File: src/rtl/audio_delay_tap.sv
// Single-tap feedforward echo: y[n] = sat(x[n] + (x[n-D] >>> fb_shift)) over a 2^ADDR_W circular buffer.
// A PRIME phase masks the tap until D samples have been written since the last delay change or reset.
module audio_delay_tap #(
    parameter int DATA_W = 8,
    parameter int ADDR_W = 4
) (
    input  logic                     clk,
    input  logic                     rst,
    input  logic                     in_valid,
    output logic                     in_ready,
    input  logic signed [DATA_W-1:0] in_sample,
    input  logic        [ADDR_W-1:0] delay,
    input  logic        [1:0]        fb_shift,
    output logic                     out_valid,
    input  logic                     out_ready,
    output logic signed [DATA_W-1:0] out_sample,
    output logic        [ADDR_W:0]   fill_level,
    output logic                     dbg_state
);
    typedef enum logic {PRIME = 1'b0, RUN = 1'b1} state_t;

    localparam logic [ADDR_W:0]          FILL_MAX = {1'b1, {ADDR_W{1'b0}}};
    localparam logic [ADDR_W:0]          FILL_ONE = {{ADDR_W{1'b0}}, 1'b1};
    localparam logic [ADDR_W-1:0]        PTR_ONE  = {{(ADDR_W-1){1'b0}}, 1'b1};
    localparam logic signed [DATA_W-1:0] SAT_MAX  = {1'b0, {(DATA_W-1){1'b1}}};
    localparam logic signed [DATA_W-1:0] SAT_MIN  = {1'b1, {(DATA_W-1){1'b0}}};

    state_t                   state_q, state_d;
    logic [ADDR_W-1:0]        wr_ptr, d_lat, rd_idx;
    logic [ADDR_W:0]          fill_d;
    logic signed [DATA_W-1:0] mem [1<<ADDR_W];
    logic                     accept, delay_chg, use_tap;
    logic signed [DATA_W-1:0] tap, tap_sh, y;
    logic signed [DATA_W:0]   sum;

    // Handshake: a transfer happens on any edge where valid && ready; the output
    // register may be refilled in the same cycle it is drained.
    assign in_ready  = !out_valid || out_ready;
    assign accept    = in_valid && in_ready;
    assign delay_chg = (delay != d_lat);
    assign rd_idx    = wr_ptr - delay;
    assign dbg_state = state_q;

    always_comb begin
        state_d = state_q;
        fill_d  = fill_level;
        use_tap = 1'b0;
        if (accept) begin
            if (delay_chg)
                fill_d = FILL_ONE;
            else if (fill_level != FILL_MAX)
                fill_d = fill_level + FILL_ONE;
            use_tap = (state_q == RUN) && !delay_chg && (delay != '0);
            if (delay == '0)
                state_d = RUN;
            else if (delay_chg || state_q == PRIME)
                state_d = (fill_d >= {1'b0, delay}) ? RUN : PRIME;
        end
    end

    // Tap read sees the old buffer contents, i.e. before this cycle's write.
    always_comb begin
        tap    = use_tap ? mem[rd_idx] : '0;
        tap_sh = tap >>> fb_shift;
        sum    = {in_sample[DATA_W-1], in_sample} + {tap_sh[DATA_W-1], tap_sh};
        if (sum[DATA_W] != sum[DATA_W-1])
            y = sum[DATA_W] ? SAT_MIN : SAT_MAX;
        else
            y = sum[DATA_W-1:0];
    end

    always_ff @(posedge clk or posedge rst) begin
        if (rst) begin
            state_q    <= PRIME;
            wr_ptr     <= '0;
            d_lat      <= '0;
            fill_level <= '0;
            out_valid  <= 1'b0;
            out_sample <= '0;
        end else begin
            state_q    <= state_d;
            fill_level <= fill_d;
            if (accept) begin
                wr_ptr     <= wr_ptr + PTR_ONE;
                d_lat      <= delay;
                out_valid  <= 1'b1;
                out_sample <= y;
            end else if (out_ready) begin
                out_valid <= 1'b0;
            end
        end
    end

    // Left unreset so it maps onto RAM; PRIME keeps stale entries off the output.
    always_ff @(posedge clk) begin
        if (accept)
            mem[wr_ptr] <= in_sample;
    end
endmodule

File: config.mk
export PLATFORM = sky130hd
export DESIGN_NAME = audio_delay_tap
export DESIGN_NICKNAME = d
export VERILOG_FILES = /design/src/rtl/audio_delay_tap.sv
export SDC_FILE = /design/constraint.sdc
export NUM_CORES = 1
export LEC_CHECK = 0
export BUFFER_PORTS_ARGS = -buffer_cell sky130_fd_sc_hd__clkbuf_2
export CORE_MARGIN = 2
export CORE_UTILIZATION = 60
export CTS_CLUSTER_SIZE = 10
export DETAILED_ROUTE_END_ITERATION = 8
export PLACE_DENSITY_LB_ADDON = 0.3
export SETUP_SLACK_MARGIN = 0.5
export SYNTH_ARGS = -nofsm -noshare
export SYNTH_HDL_FRONTEND = slang
export SYNTH_SLANG_ARGS = --single-unit
File: constraint.sdc
create_clock -name clk -period 5 [get_ports clk]
set_input_delay 1 -clock clk [delete_from_list [all_inputs] [get_ports clk]]
set_output_delay 1 -clock clk [all_outputs]
set_load 0.05 [all_outputs]
==> results.json, run 1 <==
{
  "top_layer_used": "met4",
  "cts-root-buf": "clkbuf_16",
  "n_antenna_cell": 0,
  "syn_nets": 477,
  "vdd_drop_max_v": 0.000453,
  "wirelength_um": 16000,
  "dr_wl_met3_um": 1030,
  "yosysTopAreaCell": "edfxtp_1",
  "skew_ns": 0.0101,
  "synth_cells": 436,
  "synth_seq_cells": 151,
  "crit_type": "in -> reg",
  "ys_warn_count": 0,
  "worstPathRequired_ns": 5.27,
  "wl_per_cell_um": 24.2,
  "antenna_found_initial": 0,
  "drive_above_1_share_pct": 32.6,
  "drcViolationCount": 0,
  "async_flop_share_pct": 15.2,
  "grt_pass1_wl_um": 24200,
  "grt_pass1_vias": 4184,
  "pre_cts_slack_ns": -0.362,
  "fmax_mhz": 226,
  "cap_violations": 0,
  "ios": 34,
  "cp-start-kind": "input pin",
  "synth-main-ff-cell": "edfxtp_1",
  "first_iter_violations": 355,
  "finalPower_uw": 5010,
  "status": "completed",
  "yosysSeqAreaShare_pct": 64.2,
  "clk-insertion-delay-late_ns": 0.43,
  "p_sw_share_pct": 34.4,
  "wl_met2_um": 8230,
  "worstMarginPinSlew_ns": 0.983,
  "clk_path_buf_depth": 2,
  "cts.clk_slew.worst_paths_ns": 0.06,
  "dp_hpwl_um": 9230,
  "critPathMaxFanout": 8,
  "setup_viol": 0,
  "fp.dieW_um": 111,
  "arrival_ns": 4.69,
  "setup_ws_ns": 0.571,
  "hold_slack_ns": 0.492,
  "hold_viol_final": 0,
  "maxSlewHeadroom_pct": 34.3,
  "via_per_inst": 6.25,
  "cts_tree": "built",
  "power.internal_uw": 3290,
  "core_area_um2": 11300,
  "htreeDepth": 4,
  "wl_met1_um": 6390,
  "synth_area_leaders": "edfxtp_1 (56%), mux4_2 (9.2%), dfrtp_1 (8.4%)",
  "combPwrFrac_pct": 43.9,
  "synth_area_um2": 6880,
  "initial_core_util_pct": 60.8,
  "die-area_um2": 12300,
  "hp-class": "reg -> reg",
  "fin_crit_sh_pct": 88.6,
  "port_buffers": 33,
  "gr-total-overflow": 0,
  "layout_common_cells": "edfxtp_1 (128), nand2_1 (32), clkbuf_2 (32), mux4_2 (29), buf_4 (24)",
  "num_rows": 39,
  "grt_start_max_net_pins": 32,
  "fp.dieH_um": 111,
  "cts_hold_buf": 0,
  "clkPwrFrac_pct": 25.3,
  "final_common_cell": "edfxtp_1",
  "gp_congestion": 0.933,
  "setup-tns-final_ns": 0,
  "rsz0062_at_grt": "no",
  "synth.top_cell.area_share_pct": 55.8,
  "slew_viol_final": 0,
  "switchingPower_uw": 1720,
  "post-route-min-period_ns": 4.43,
  "numCtsBuffers": 17,
  "syn_to_final_growth_pct": 21.2,
  "vias": 4122,
  "yosysUniqueCellTypes": 46,
  "syn_area_per_cell_um2": 15.8,
  "dr.pass1.iters": 5,
  "numClockSinks": 151,
  "leakagePower_uw": 0.00308,
  "end_kind": "register",
  "seqPwrFrac_pct": 30.7,
  "power.density_nw_per_um2": 601,
  "drtAntennaViolNets": 0,
  "nets": 544,
  "grtUsageTotal_pct": 26.9,
  "synth_edf_count": 128
}
## Yosys cell counts (all sizes together) (4+ instances only)
cell and n:
and4 5, a21oi 14, a21o 4, nand2b 5, and3 6, nor3 4
nor2 20, o21ai 17, a22oi 5, o211ai 4, mux4 32, mux2i 18
nand3 5, ha 21, nand2 34, dfrtp 23, o221ai 4, edfxtp 128
o31ai 5, and2 10, buf 11, xnor2 8, xor2 9, inv 13
clkbuf 8
## power groups by stage
stage               clock (uW)  combinational, uW  sequential, uW
global route              1320               2310            1550
floorplan                    0               1080            1580
global placement             0               1570            1550
CTS                       1260               1940            1540
detailed placement           0               1610            1560
finish                    1270               2200            1540
## metrics by stage
stage	utilization (%)	std cells	instance area (um^2)
2_1_floorplan	-	436	6890
3_3_place_gp	64.6	612	7320
3_5_place_dp	64.6	612	7320
4_1_cts	71.8	654	8130
5_1_grt	73.7	659	8340
6_report	73.7	659	8340
## worst paths after layout
check / startpoint / to / slack, ns / cells past startpoint
min reg2reg: out_sample[4] / out_sample[4] / 0.49 / 2
min in group asynchronous: rst / fill_level[3] / 0.74 / 2
max: delay[0] / out_sample[1] / 0.57 / 19
min: out_sample[4] / out_sample[4] / 0.49 / 2
max in group asynchronous: rst / d_lat[0] / 3.71 / 2
max reg2reg: wr_ptr[0] / out_sample[1] / 0.64 / 19
## timing repair
action                                  CTS  global route
endpoints found under the hold margin     0             0
cloned                                    3             0
buffers inserted                          7             5
pin swaps                                15            20
gates resized for setup                  25            37
endpoints found under the setup margin    8             8
## flip-flops by register name (all words and copies together), names as in the netlist
name and flops:
mem 128, out_sample 8, fill_level 5, d_lat 4
wr_ptr 4, dbg_state 1, out_valid 1
## kinds of logic (layout without fill, tap and decap cells)
family / after synthesis / count (layout) / synth area share, %
flip-flops: 151 / 151 / 64.2
AND/OR/NAND/NOR: 95 / 95 / 6.78
AO/OA/AOI/OAI: 65 / 66 / 6.13
multiplexers: 53 / 53 / 13.8
buffers and inverters: 32 / 111 / 2.44
adder cells (fa/ha/maj): 23 / 23 / 4.40
XOR/XNOR: 17 / 17 / 2.27
## final cells by class
| class | count | area [um^2] |
|---|---|---|
| inverter | 13 | 48.8 |
| timing repair buffer | 66 | 538 |
| clock inverter | 14 | 149 |
| sequential | 151 | 4420 |
| multi-input combinational | 254 | 2580 |
| tap | 143 | 179 |
| clock buffer | 18 | 429 |
| fill | 669 | 2980 |
## layer usage
layer | vias up | global-route usage [%]
met5 | - | 0
met3 | 26 | 8.69
met4 | 0 | 7.16
met2 | 161 | 44.1
met1 | 2098 | 35.2
li1 | 1837 | -
## critical path: stages
cell and delay [ns]:
buf_6 0.08, ha_4 0.12, inv_2 0.04, fa_2 0.58
buf_12 0.14, buf_16 0.13, mux4_2 0.31, mux2i_1 0.19
mux2i_1 0.15, a22oi_2 0.18, o211ai_1 0.12, ha_2 0.21
fa_2 0.35, a211oi_2 0.21, o21ai_1 0.09, o211ai_1 0.26
a31oi_4 0.25, a21oi_2 0.17, o31ai_1 0.09
No activity file was read; power rests on OpenSTA's default activity.
==> run 2: changes to the inputs <==
- CORE_ASPECT_RATIO: default -> 0.7
==> results.json, run 2 (synthesis results as in run 1) <==
{
  "layout_common_cells": "edfxtp_1 (128), nand2_1 (33), clkbuf_2 (31), mux4_2 (28), buf_4 (26)",
  "p_sw_share_pct": 34.4,
  "cts-root-buf": "clkbuf_16",
  "crit_type": "in -> reg",
  "gp_congestion": 0.941,
  "drcViolationCount": 0,
  "nets": 545,
  "seqPwrFrac_pct": 32.1,
  "drive_above_1_share_pct": 33.1,
  "slew_viol_final": 0,
  "hold_viol_final": 0,
  "vias": 4209,
  "numClockSinks": 151,
  "cp-start-kind": "input pin",
  "final_common_cell": "edfxtp_1",
  "leakagePower_uw": 0.00304,
  "grtUsageTotal_pct": 26.8,
  "gr-total-overflow": 0,
  "fp.dieW_um": 132,
  "grt_pass1_wl_um": 23600,
  "skew_ns": 0.00814,
  "wirelength_um": 15800,
  "post-route-min-period_ns": 4.52,
  "dr.pass1.iters": 5,
  "power.density_nw_per_um2": 581,
  "power.internal_uw": 3150,
  "wl_per_cell_um": 23.5,
  "antenna_found_initial": 0,
  "critPathMaxFanout": 16,
  "regMostFlops": "mem",
  "largest_reg_flops": 128,
  "grt_start_max_net_pins": 32,
  "r2r_cells": 19,
  "cts.clk_slew.worst_paths_ns": 0.06,
  "first_iter_violations": 428,
  "fp.dieH_um": 93.6,
  "cts_tree": "built",
  "worst_r2r_endpoint": "out_sample[3]",
  "crit_top_cell": "mux2i_4",
  "regArea_um2": 4420,
  "numCtsBuffers": 17,
  "cpMaxStageDelayCell": "fa_2",
  "holdPathStages": 2,
  "arrival_ns": 4.84,
  "die-area_um2": 12400,
  "hp-class": "reg -> reg",
  "status": "completed",
  "port_buffers": 33,
  "timing.rr.start": "wr_ptr[0]",
  "clk_path_buf_depth": 2,
  "combPwrFrac_pct": 43.4,
  "whs_endpoint": "out_sample[0]",
  "hold_slack_ns": 0.477,
  "setup_viol": 0,
  "vdd_drop_max_v": 0.000409,
  "ios": 34,
  "worstPathRequired_ns": 5.32,
  "fmax_mhz": 221,
  "via_per_inst": 6.28,
  "crit_path_cell_trace": "buf_8, ha_4, inv_4, fa_2, buf_12, buf_16, mux4_2, mux2i_4, mux2i_4, a22oi_1, o211ai_1, ha_1, a21oi_2, o2111ai_2, a31oi_2, xnor2_2, buf_2, nor2_1, o31ai_1",
  "end_kind": "register",
  "num_rows": 32,
  "cap_violations": 0,
  "switchingPower_uw": 1650,
  "largestRegisters": "mem x128, out_sample x8, fill_level x5",
  "stdcell_area_um2": 8280,
  "drtAntennaViolNets": 0,
  "rsz0062_at_grt": "yes",
  "maxSlewHeadroom_pct": 35.1,
  "place_area_um2": 7280,
  "fin_crit_sh_pct": 90.5,
  "htreeDepth": 4,
  "worstMarginPinSlew_ns": 0.971,
  "multi_input_area_um2": 2550,
  "core_area_um2": 11100,
  "clkPwrFrac_pct": 24.5,
  "rrSetupSlack_ns": 0.55,
  "cts_hold_buf": 0,
  "grt_pass1_vias": 4151,
  "initial_core_util_pct": 62.1,
  "dp_hpwl_um": 9210,
  "clk-insertion-delay-late_ns": 0.42,
  "fillerInstances": 667,
  "cpPeakStageDelay_ns": 0.59,
  "hold_path_startpoint": "out_sample[0]",
  "syn_to_final_growth_pct": 20.2
}
## run 2: changes by cell type in the layout (fill, tap and decap cells not counted), moves of 3 or more
cell / before / now
inv_6: 4 / 1
mux2i_2: 2 / 11
mux2i_4: 10 / 3
a21oi_2: 8 / 5
## run 2: power groups by stage
stage / clock network (uW) / registers (uW) / logic [uW]
2_1_floorplan: 0 / 1580 / 1080
3_3_place_gp: 0 / 1560 / 1510
3_5_place_dp: 0 / 1560 / 1540
4_1_cts: 1180 / 1540 / 1820
5_1_grt: 1250 / 1550 / 2190
6_report: 1180 / 1540 / 2090
## run 2: cell type report
cell class | count | share of cell area, %
Sequential cell | 151 | 53.4
Multi-Input combinational cell | 254 | 30.8
Timing Repair Buffer | 67 | 6.34
Clock buffer | 18 | 5.19
Tap cell | 153 | 2.31
Clock inverter | 13 | 1.32
Inverter | 13 | 0.650
Antenna cell | 1 | 0.0302
## run 2: timing repair
item	in CTS	in global routing
buffers inserted	10	6
gates cloned	2	1
pin swaps	13	24
resized for setup	23	42
endpoints found under the setup margin	8	8
## run 2: layer usage
layer	vias up	global-route usage, %	part of all wire, %
met4	0	9.33	1.7
met2	190	40.9	47
met5	-	0	0
li1	1846	-	-
met3	31	6.78	6.5
met1	2142	38.2	45
## run 2: stage by stage
step | utilization, % | setup WS (ns) | instances | setup TNS (ns) | total power (uW)
final | 74.6 | 0.477 | 670 | 0 | 4810
after global routing | 74.6 | 0.326 | 669 | 0 | 4990
after CTS | 72.6 | 0.507 | 662 | 0 | 4540
after detailed placement | 65.7 | -0.240 | 619 | -1.67 | 3100
after global placement | 65.7 | -0.0426 | 619 | -0.208 | 3070
after floorplan | - | 0.521 | 436 | 0 | 2660
## run 2: worst max-delay path by stage
| stage | start | end | slack, ns | cells after the start |
|---|---|---|---|---|
| 2_1_floorplan | delay[0] | out_sample[4] | 0.52 | 17 |
| 3_3_place_gp | delay[0] | out_sample[6] | -0.04 | 18 |
| 3_5_place_dp | delay[0] | out_sample[1] | -0.24 | 18 |
| 4_1_cts | delay[0] | out_sample[6] | 0.51 | 20 |
| 6_report | delay[0] | out_sample[3] | 0.48 | 19 |
| 5_1_grt | delay[0] | out_sample[5] | 0.33 | 20 |
## run 2: worst max-delay path, delay by kind of cell
kind | cells | cell delay [ns]
compound gates | 6 | 1.25
xor+xnor | 1 | 0.17
fa+ha+maj | 3 | 1.09
buf+inv | 5 | 0.58
mux | 3 | 0.67
simple gates | 1 | 0.06
